==> src/rtl/clk_reset_pkg.sv <==
// clk_reset_pkg: reset sequencer state encoding shared with clock generator status logic
package clk_reset_pkg;
    typedef enum logic [2:0] {WAIT_LOCK, DCM_RST, HOLD, STAGE, RUN} seq_state_t;
    function automatic int imax(input int a, input int b);
        return (a > b) ? a : b;
    endfunction
endpackage

==> src/rtl/sync_2ff.sv <==
// sync_2ff: two-flop synchroniser with asynchronous active-low clear
module sync_2ff #(
    parameter int WIDTH = 1
) (
    input  logic             clk,
    input  logic             rst_n,
    input  logic [WIDTH-1:0] d,
    output logic [WIDTH-1:0] q
);
    logic [WIDTH-1:0] meta;
    always_ff @(posedge clk or negedge rst_n) begin
        if (!rst_n) begin
            meta <= '0;
            q    <= '0;
        end else begin
            meta <= d;
            q    <= meta;
        end
    end
endmodule

==> src/rtl/reset_sequencer.sv <==
// reset_sequencer: waits for DCM lock, holds, then releases reset domains in order
module reset_sequencer
    import clk_reset_pkg::*;
#(
    parameter int NUM_LOCKS      = 3,
    parameter int NUM_STAGES     = 3,
    parameter int HOLD_CYCLES    = 16777215,
    parameter int STAGE_GAP      = 16,
    parameter int LOCK_TIMEOUT   = 1048576,
    parameter int DCM_RST_CYCLES = 8,
    parameter int LOSS_W         = 8
) (
    input  logic                  clk,
    input  logic                  reset_n,
    input  logic                  reset_in,
    input  logic [NUM_LOCKS-1:0]  lock_in,
    output logic [NUM_STAGES-1:0] rst_out,
    output logic                  ready,
    output logic                  dcm_rst_req,
    output logic [LOSS_W-1:0]     lock_loss_count,
    output logic [LOSS_W-1:0]     retry_count
);
    localparam int CNT_W = $clog2(imax(imax(HOLD_CYCLES, STAGE_GAP), imax(LOCK_TIMEOUT, DCM_RST_CYCLES))) + 1;
    localparam int STG_W = $clog2(NUM_STAGES + 1);
    localparam logic [CNT_W-1:0] HOLD_END = CNT_W'(HOLD_CYCLES - 1);
    localparam logic [CNT_W-1:0] GAP_END  = CNT_W'(STAGE_GAP - 1);
    localparam logic [CNT_W-1:0] TO_END   = CNT_W'(LOCK_TIMEOUT - 1);
    localparam logic [CNT_W-1:0] DCM_END  = CNT_W'(DCM_RST_CYCLES - 1);
    localparam logic [STG_W-1:0] LAST_STG = STG_W'(NUM_STAGES > 1 ? NUM_STAGES - 2 : 0);

    logic [NUM_LOCKS:0]    sync_q;
    logic                  req_s, all_lock, abort;
    seq_state_t            state, state_n;
    logic [CNT_W-1:0]      cnt, cnt_n;
    logic [STG_W-1:0]      stage, stage_n;
    logic [NUM_STAGES-1:0] rst_next;
    logic [LOSS_W-1:0]     loss_n, retry_n;

    sync_2ff #(.WIDTH(NUM_LOCKS + 1)) u_sync (
        .clk   (clk),
        .rst_n (reset_n),
        .d     ({reset_in, lock_in}),
        .q     (sync_q)
    );

    assign req_s    = sync_q[NUM_LOCKS];
    assign all_lock = &sync_q[NUM_LOCKS-1:0];
    assign abort    = !all_lock || req_s;

    // Releasing the next domain is a left shift of the thermometer-coded reset vector
    always_comb begin
        state_n  = state;
        cnt_n    = cnt + 1'b1;
        stage_n  = stage;
        rst_next = rst_out;
        retry_n  = retry_count;
        loss_n   = lock_loss_count;
        case (state)
            WAIT_LOCK: begin
                if (req_s) cnt_n = '0;
                else if (all_lock) begin
                    state_n = HOLD;
                    cnt_n   = '0;
                end else if (cnt == TO_END) begin
                    state_n = DCM_RST;
                    cnt_n   = '0;
                    retry_n = &retry_count ? retry_count : retry_count + 1'b1;
                end
            end
            DCM_RST: begin
                if (cnt == DCM_END) begin
                    state_n = WAIT_LOCK;
                    cnt_n   = '0;
                end
            end
            HOLD: begin
                if (cnt == HOLD_END) begin
                    state_n  = (NUM_STAGES == 1) ? RUN : STAGE;
                    cnt_n    = '0;
                    stage_n  = '0;
                    rst_next = rst_out << 1;
                end
            end
            STAGE: begin
                if (cnt == GAP_END) begin
                    cnt_n    = '0;
                    stage_n  = stage + 1'b1;
                    rst_next = rst_out << 1;
                    if (stage == LAST_STG) state_n = RUN;
                end
            end
            RUN: cnt_n = '0;
            default: begin
                state_n  = WAIT_LOCK;
                cnt_n    = '0;
                rst_next = '1;
            end
        endcase
        // Abort wins over any terminal count reached on the same edge
        if ((state == HOLD || state == STAGE || state == RUN) && abort) begin
            state_n  = WAIT_LOCK;
            cnt_n    = '0;
            stage_n  = '0;
            rst_next = '1;
            if (!all_lock) loss_n = &lock_loss_count ? lock_loss_count : lock_loss_count + 1'b1;
        end
    end

    always_ff @(posedge clk or negedge reset_n) begin
        if (!reset_n) begin
            state           <= WAIT_LOCK;
            cnt             <= '0;
            stage           <= '0;
            rst_out         <= '1;
            ready           <= 1'b0;
            dcm_rst_req     <= 1'b0;
            lock_loss_count <= '0;
            retry_count     <= '0;
        end else begin
            state           <= state_n;
            cnt             <= cnt_n;
            stage           <= stage_n;
            rst_out         <= rst_next;
            ready           <= (state_n == RUN);
            dcm_rst_req     <= (state_n == DCM_RST);
            lock_loss_count <= loss_n;
            retry_count     <= retry_n;
        end
    end
endmodule

==> config.mk <==
export PLATFORM = sky130hd
export DESIGN_NAME = reset_sequencer
export DESIGN_NICKNAME = d
export VERILOG_FILES = /design/src/rtl/clk_reset_pkg.sv /design/src/rtl/sync_2ff.sv /design/src/rtl/reset_sequencer.sv
export SDC_FILE = /design/constraint.sdc
export NUM_CORES = 1
export LEC_CHECK = 0
export ABC_AREA = 0
export BUFFER_PORTS_ARGS = -buffer_cell sky130_fd_sc_hd__buf_4
export CORE_MARGIN = 1.5
export CORE_UTILIZATION = 55
export DETAILED_ROUTE_END_ITERATION = 8
export PLACE_DENSITY = 0.75
export SETUP_SLACK_MARGIN = 0.2
export SLEW_MARGIN = 20
export SYNTH_ARGS = -nofsm -noshare
export SYNTH_HDL_FRONTEND = slang
export SYNTH_HIERARCHICAL = 1
export SYNTH_SLANG_ARGS = --single-unit
==> constraint.sdc <==
create_clock -name clk -period 2.6 [get_ports clk]
set_input_delay 0.13 -clock clk [delete_from_list [all_inputs] [get_ports clk]]
set_output_delay 0.13 -clock clk [all_outputs]
set_load 0.05 [all_outputs]
# Word level (Yosys, flattened, before mapping)
# Index checks and enable logic that the tools add are counted.
op_classes:
  bitwise: 4
  n_reduce_logical: 15
  eq_ne: 14
  add_sub_neg: 4
  n_mux: 25
ops:
  columns: ["op", "n"]
  rows:
  - ["2-to-1 mux 25 bit", 7]
  - ["case mux 25 bit (4 select lines)", 1]
  - ["2-to-1 mux 3 bit", 11]
  - ["adder 25 x 1 -> 25 bit, second input constant", 1]
  - ["== test 25 x 20 -> 1 bit, second input constant", 1]
  - ["== test 25 x 24 -> 1 bit, second input constant", 1]
  - ["== test 25 x 3 -> 1 bit, second input constant", 1]
  - ["== test 25 x 4 -> 1 bit, second input constant", 1]
  - ["adder 8 x 1 -> 8 bit, second input constant", 2]
  - ["AND reduction 8 bit", 2]
  - ["case mux 3 bit (5 select lines)", 1]
  - ["AND reduction 3 bit", 4]
  - ["case mux 3 bit (3 select lines)", 1]
  - ["== test 3 x 1 -> 1 bit, second input constant", 2]
  - ["== test 3 x 2 -> 1 bit, second input constant", 2]
  - ["== test 3 bit, second input constant", 2]
  - ["2-to-1 mux 2 bit", 3]
  - ["inequality test 3 x 2 -> 1 bit, second input constant", 2]
  - ["AND reduction 5 bit", 1]
  - ["NOT 1 bit", 4]
  - ["case mux 2 bit (2 select lines)", 1]
  - ["zero test 3 bit", 1]
  - ["logical OR 1 bit", 3]
  - ["nonzero test 3 bit", 1]
  - ["6 further kinds", 6]
word_totals:
  out_inout_bits: 21
  regBits: 59
  wordCells: 72

# Longest topological paths before layout
logic_depth:
  depth_word: 7
  depth_mapped: 8

# By module
# The synthesis kept the hierarchy.
modules_own_cells:
  columns: ["module", "cells_per_inst", "instances", "area_per_inst_um2"]
  rows:
  - ["reset_sequencer", 261, 1, 2720.1]
  - ["sync_2ff", 8, 1, 200.2]

# Worst setup path before layout
# Ideal clock, no wire load.
synth_path:
  kind: "register -> register"
  start: "reg cnt[0]"
  end: "reg retry_count[1]"
  stages_incl_launch_ff: 6
  period_less_slack_ns: 1.971
  path_slack_ns: 0.629
  setup_ns: 0.125
  path_buffers: 0
  arrival_ns: 1.847
  cell_sequence: "dfrtp_1 ha_1 nor4b_2 nand3_1 nor4_4 mux2_2"
synth_between:
  elab_chain_len: 2
synth_lines:
  columns: ["element", "line_no", "text"]
  rows:
  - ["from (decl)", "reset_sequencer.sv:34", "logic [CNT_W-1:0] cnt, cnt_n;"]
  - ["from (signal assigned)", "reset_sequencer.sv:121", "cnt <= cnt_n;"]
  - ["== test 25 x 20 -> 1 bit", "reset_sequencer.sv:64", "end else if (cnt == TO_END) begin"]
  - ["AND reduction 5 bit (no source line)", null, null]
  - ["to (signal assigned)", "reset_sequencer.sv:127", "retry_count <= retry_n;"]
  - ["to (decl)", "reset_sequencer.sv:21", "output logic [LOSS_W-1:0] retry_count"]
# Every way passes these cells.
# A chain may end at the register's enable or synchronous reset.

# Final worst setup path
layout_path:
  start: "reg cnt[1]"
  end: "reg cnt[18]"
layout_between:
  elab_chain_len: 6
layout_lines:
  columns: ["element", "line_no", "text"]
  rows:
  - ["adder 25 x 1 -> 25 bit / == test 25 x 20 -> 1 bit (equally long branches)", "reset_sequencer.sv:53, reset_sequencer.sv:64", null]
  - ["2-to-1 mux 25 bit", "reset_sequencer.sv:64", null]
  - ["2-to-1 mux 25 bit", "reset_sequencer.sv:61", "else if (all_lock) begin"]
  - ["2-to-1 mux 25 bit", "reset_sequencer.sv:60", "if (req_s) cnt_n = '0;"]
  - ["case mux 25 bit (4 select lines) *", "reset_sequencer.sv:58", "case (state)"]
  - ["2-to-1 mux 25 bit *", "reset_sequencer.sv:100", "if ((state == HOLD || state == STAGE || state == RUN) && abort) begin"]
  - ["net cnt_n[18]", "reset_sequencer.sv:34", null]
# The timed path passes the listed nets; every way through them passes the cells marked *.

==> flow_metrics.tcl <==
set metrics [dict create \
    worst_ep_required_time_ps 2820 \
    status "finished, final reports clean" \
    flow.area_growth_from_synthesis_pct 17.1 \
    synth_top_cell_by_area "sky130_fd_sc_hd__dfrtp_1" \
    internal_power_w 0.00150 \
    library_cell_with_the_highest_instance_count_after_synthesis "sky130_fd_sc_hd__dfrtp_1" \
    dominantRegCellSynth "sky130_fd_sc_hd__dfrtp_1" \
    clkSlewWorstSetupHoldPaths_ps 70 \
    p_sw_share_pct 28.9 \
    timing.final.crit_share_pct 85.7 \
    synth_async_reset_ratio_pct 100 \
    grt_pass1_wl_um 9260 \
    post_synth.cell_area_avg_um2 10.9 \
    die-width_um 75.9 \
    number_of_synthesized_flops_with_an_enable_pin 0 \
    report.final.setup_viol 0 \
    pin_count 27 \
    finalHoldViolations 0 \
    fin_crit_ps 2230 \
    worst_setup_path_start_kind "flop" \
    critPathMaxFanout 25 \
    cts_inserted_buffers 9 \
    yosys.area.top_type_share_pct 48.0 \
    timing.critical_path.to_type "flop" \
    crit_arrival_ps 2450 \
    htree_levels 3 \
    root_buffer "sky130_fd_sc_hd__clkbuf_8" \
    dieHeight_um 75.9 \
    report.final.slew_viol_count 0 \
    tightestPinTransition_ps 723 \
    core_outline_area_um2 5110 \
    detail_route.wirelength_um 5650 \
    1st_iter_drt_viols 137 \
    detail_route.drc_violations 0 \
    synth_top_cells_by_area "sky130_fd_sc_hd__dfrtp_1 48%, sky130_fd_sc_hd__xnor2_1 6.0%, sky130_fd_sc_hd__nor3_1 5.0%" \
    synthesis.area_um2 2920 \
    power-per-cell-area_nw_per_um2 615 \
    vias 2164 \
    detailed_place_hpwl_um 3840 \
    syn-instance-count 269 \
    yosysSeqAreaShare_pct 50.7 \
    maxSlewHeadroom_pct 51.8 \
    net-switching-power_w 0.000608 \
    diodes 0 \
    p_leak_nw 1.48 \
    cts_num_sinks 59 \
    grt.overflow.total 0 \
    wl_per_cell_um 14.9 \
    tritoncts_clock_tree "yes" \
    gpl.final_weighted_congestion 0.830 \
    register_bit_count_reported_by_yosys 59 \
    maximum_number_of_pins_on_one_net_before_global_route_repair 60 \
    drt-vias-per-instance 5.69 \
    final_antenna_net_count 0 \
    grt_antenna_before_repair 0 \
    yosys_warnings 6 \
    cts_post_setup_buffers_inserted 0 \
    library_cells_used_by_synthesis 50 \
    postSynthNetCount 280 \
    post-place-cells 359 \
    combPwrFrac_pct 12.6 \
    netlist_top_cells_count "56 x sky130_fd_sc_hd__dfrtp_1, 29 x sky130_fd_sc_hd__nor3_1, 20 x sky130_fd_sc_hd__xnor2_1" \
    clkPwrFrac_pct 39.6 \
    clk-insertion-delay-late_ps 340 \
    gr-usage-all-layers_pct 22.1 \
    instances_no_fill 380 \
    vdd_ir_drop_max_mv 0.507 \
    hold_depth 0 \
    sequentialPowerShare_pct 47.8 \
    number_of_global_route_vias_before_repair 1983 \
    drt_pass_1_iters 4 \
    holdCritPathClass "flop to flop" \
    critPathKind "flop to flop" \
    grt_setup_unrepaired "false" \
    clk_path_buf_depth 2 \
    timing.reg2reg.worst_path_depth 6 \
    finalSetupTns_ps 0 \
    clock-skew-final_ps 5.59 \
    design.final.nets 316 \
    max_cap_violation_count 0 \
    drive_above_1_share_pct 20.6 \
    timing.fmax_ghz 0.449 \
    number_of_core_rows 26 \
    place.port_buffers 26 \
    die_area_um2 5760 \
    floorplan.initialDensity_pct 57.2 \
]
==> sequential cells by signal (all words and copies together) (netlist names) <==
register and count:
cnt 25, dcm_rst_req 1, lock_loss_count 8, ready 1, retry_count 8, rst_out 3, stage 2, state 3
u_sync/meta 4, u_sync/q 4
==> power groups by stage <==
stage / registers, W / clock network (W) / logic [W]
after floorplan: 0.00112 / 0 / 0.0000765
after CTS: 0.00101 / 0.000855 / 0.000269
after global routing: 0.00101 / 0.000895 / 0.000288
after global placement: 0.00102 / 0 / 0.000259
after detailed placement: 0.00102 / 0 / 0.000262
final: 0.00101 / 0.000833 / 0.000265
==> final cells by class <==
class / instances / area (um^2)
Multi-Input combinational cell: 197 / 1370
Sequential cell: 59 / 1480
Fill cell: 397 / 1690
Timing Repair Buffer: 32 / 253
Clock buffer: 9 / 124
Clock inverter: 7 / 77.6
Inverter: 6 / 22.5
Tap cell: 70 / 87.6
==> placed cells by master, fill, tap and decap left out, types with 2 or more instances in the layout <==
master / instances
sky130_fd_sc_hd__nor4_1: 5
sky130_fd_sc_hd__ha_1: 5
sky130_fd_sc_hd__and4_1: 7
sky130_fd_sc_hd__dfrtp_1: 56
sky130_fd_sc_hd__inv_1: 5
sky130_fd_sc_hd__a211oi_1: 2
sky130_fd_sc_hd__and3_1: 5
sky130_fd_sc_hd__clkbuf_8: 9
sky130_fd_sc_hd__o21a_1: 2
sky130_fd_sc_hd__xnor2_1: 20
sky130_fd_sc_hd__mux2_2: 2
sky130_fd_sc_hd__nor2_1: 16
sky130_fd_sc_hd__o22a_1: 3
sky130_fd_sc_hd__buf_4: 27
sky130_fd_sc_hd__nand2_1: 19
sky130_fd_sc_hd__clkinv_4: 3
sky130_fd_sc_hd__xor2_1: 15
sky130_fd_sc_hd__a21oi_1: 5
sky130_fd_sc_hd__nor3b_1: 3
sky130_fd_sc_hd__nand3_1: 18
sky130_fd_sc_hd__nor3_1: 29
sky130_fd_sc_hd__nor2b_1: 2
sky130_fd_sc_hd__nand4_1: 13
sky130_fd_sc_hd__dfstp_2: 3
sky130_fd_sc_hd__dlygate4sd3_1: 5
sky130_fd_sc_hd__nor4_2: 2
==> worst max-delay path, stage by stage, from the launching register on <==
cell and delay [ps]:
sky130_fd_sc_hd__dfrtp_1 410, sky130_fd_sc_hd__ha_1 240, sky130_fd_sc_hd__nor4b_2 320, sky130_fd_sc_hd__nand2_1 190, sky130_fd_sc_hd__o41ai_2 430, sky130_fd_sc_hd__o211a_4 410
sky130_fd_sc_hd__nor3_1 100
==> layer usage <==
layer / track usage (%) / vias to the layer above / share of wire [%]
met4: 11.3 / 0 / 2.2
li1: - / 1057 / -
met1: 31.1 / 1041 / 47
met2: 32.0 / 55 / 46
met5: 0 / - / 0
met3: 4.89 / 11 / 4.8
==> logic make-up (layout without fill, tap and decap cells) <==
| group | count (synthesis) | after routing | synth area share, % |
|---|---|---|---|
| buffers and inverters | 13 | 54 | 2.27 |
| adders and majority gates | 5 | 5 | 2.14 |
| and+or+nand+nor | 133 | 133 | 27.1 |
| DFF | 59 | 59 | 50.7 |
| muxes | 2 | 2 | 0.771 |
| AOI/OAI and AO/OA | 22 | 22 | 6.56 |
| xor gates and xnor gates | 35 | 35 | 10.5 |
==> final timing paths <==
path                                          startpoint                        endpoint  slack (ps)
worst max-delay path                    cnt[1]$_DFF_PN0_               cnt[18]$_DFF_PN0_         370
worst min-delay path            u_sync/meta[3]$_DFF_PN0_           u_sync/q[3]$_DFF_PN0_         350
worst max register to register          cnt[1]$_DFF_PN0_               cnt[18]$_DFF_PN0_         370
worst min register to register  u_sync/meta[3]$_DFF_PN0_           u_sync/q[3]$_DFF_PN0_         350
max in group asynchronous                        reset_n              state[2]$_DFF_PN0_        1740
min in group asynchronous                        reset_n  lock_loss_count[4]$_DFFE_PN0P_         380
==> per-stage QoR <==
stage	power [W]	worst slack, ps	utilization, %	hold WS [ps]	cell area (um^2)
6_report	0.00210	371	66.9	349	3420
4_1_cts	0.00213	338	66.9	352	3420
3_3_place_gp	0.00128	435	62.0	230	3170
3_5_place_dp	0.00128	369	62.0	238	3170
5_1_grt	0.00220	213	66.9	354	3420
2_1_floorplan	0.00120	629	-	-166	2920
==> timing repair <==
action	4_1_cts	5_1_grt
endpoints found under the setup margin	0	4
hold endpoints to repair	60	0
hold buffers	5	0
gates resized for setup	0	0
(Power assumes the default switching activity.)
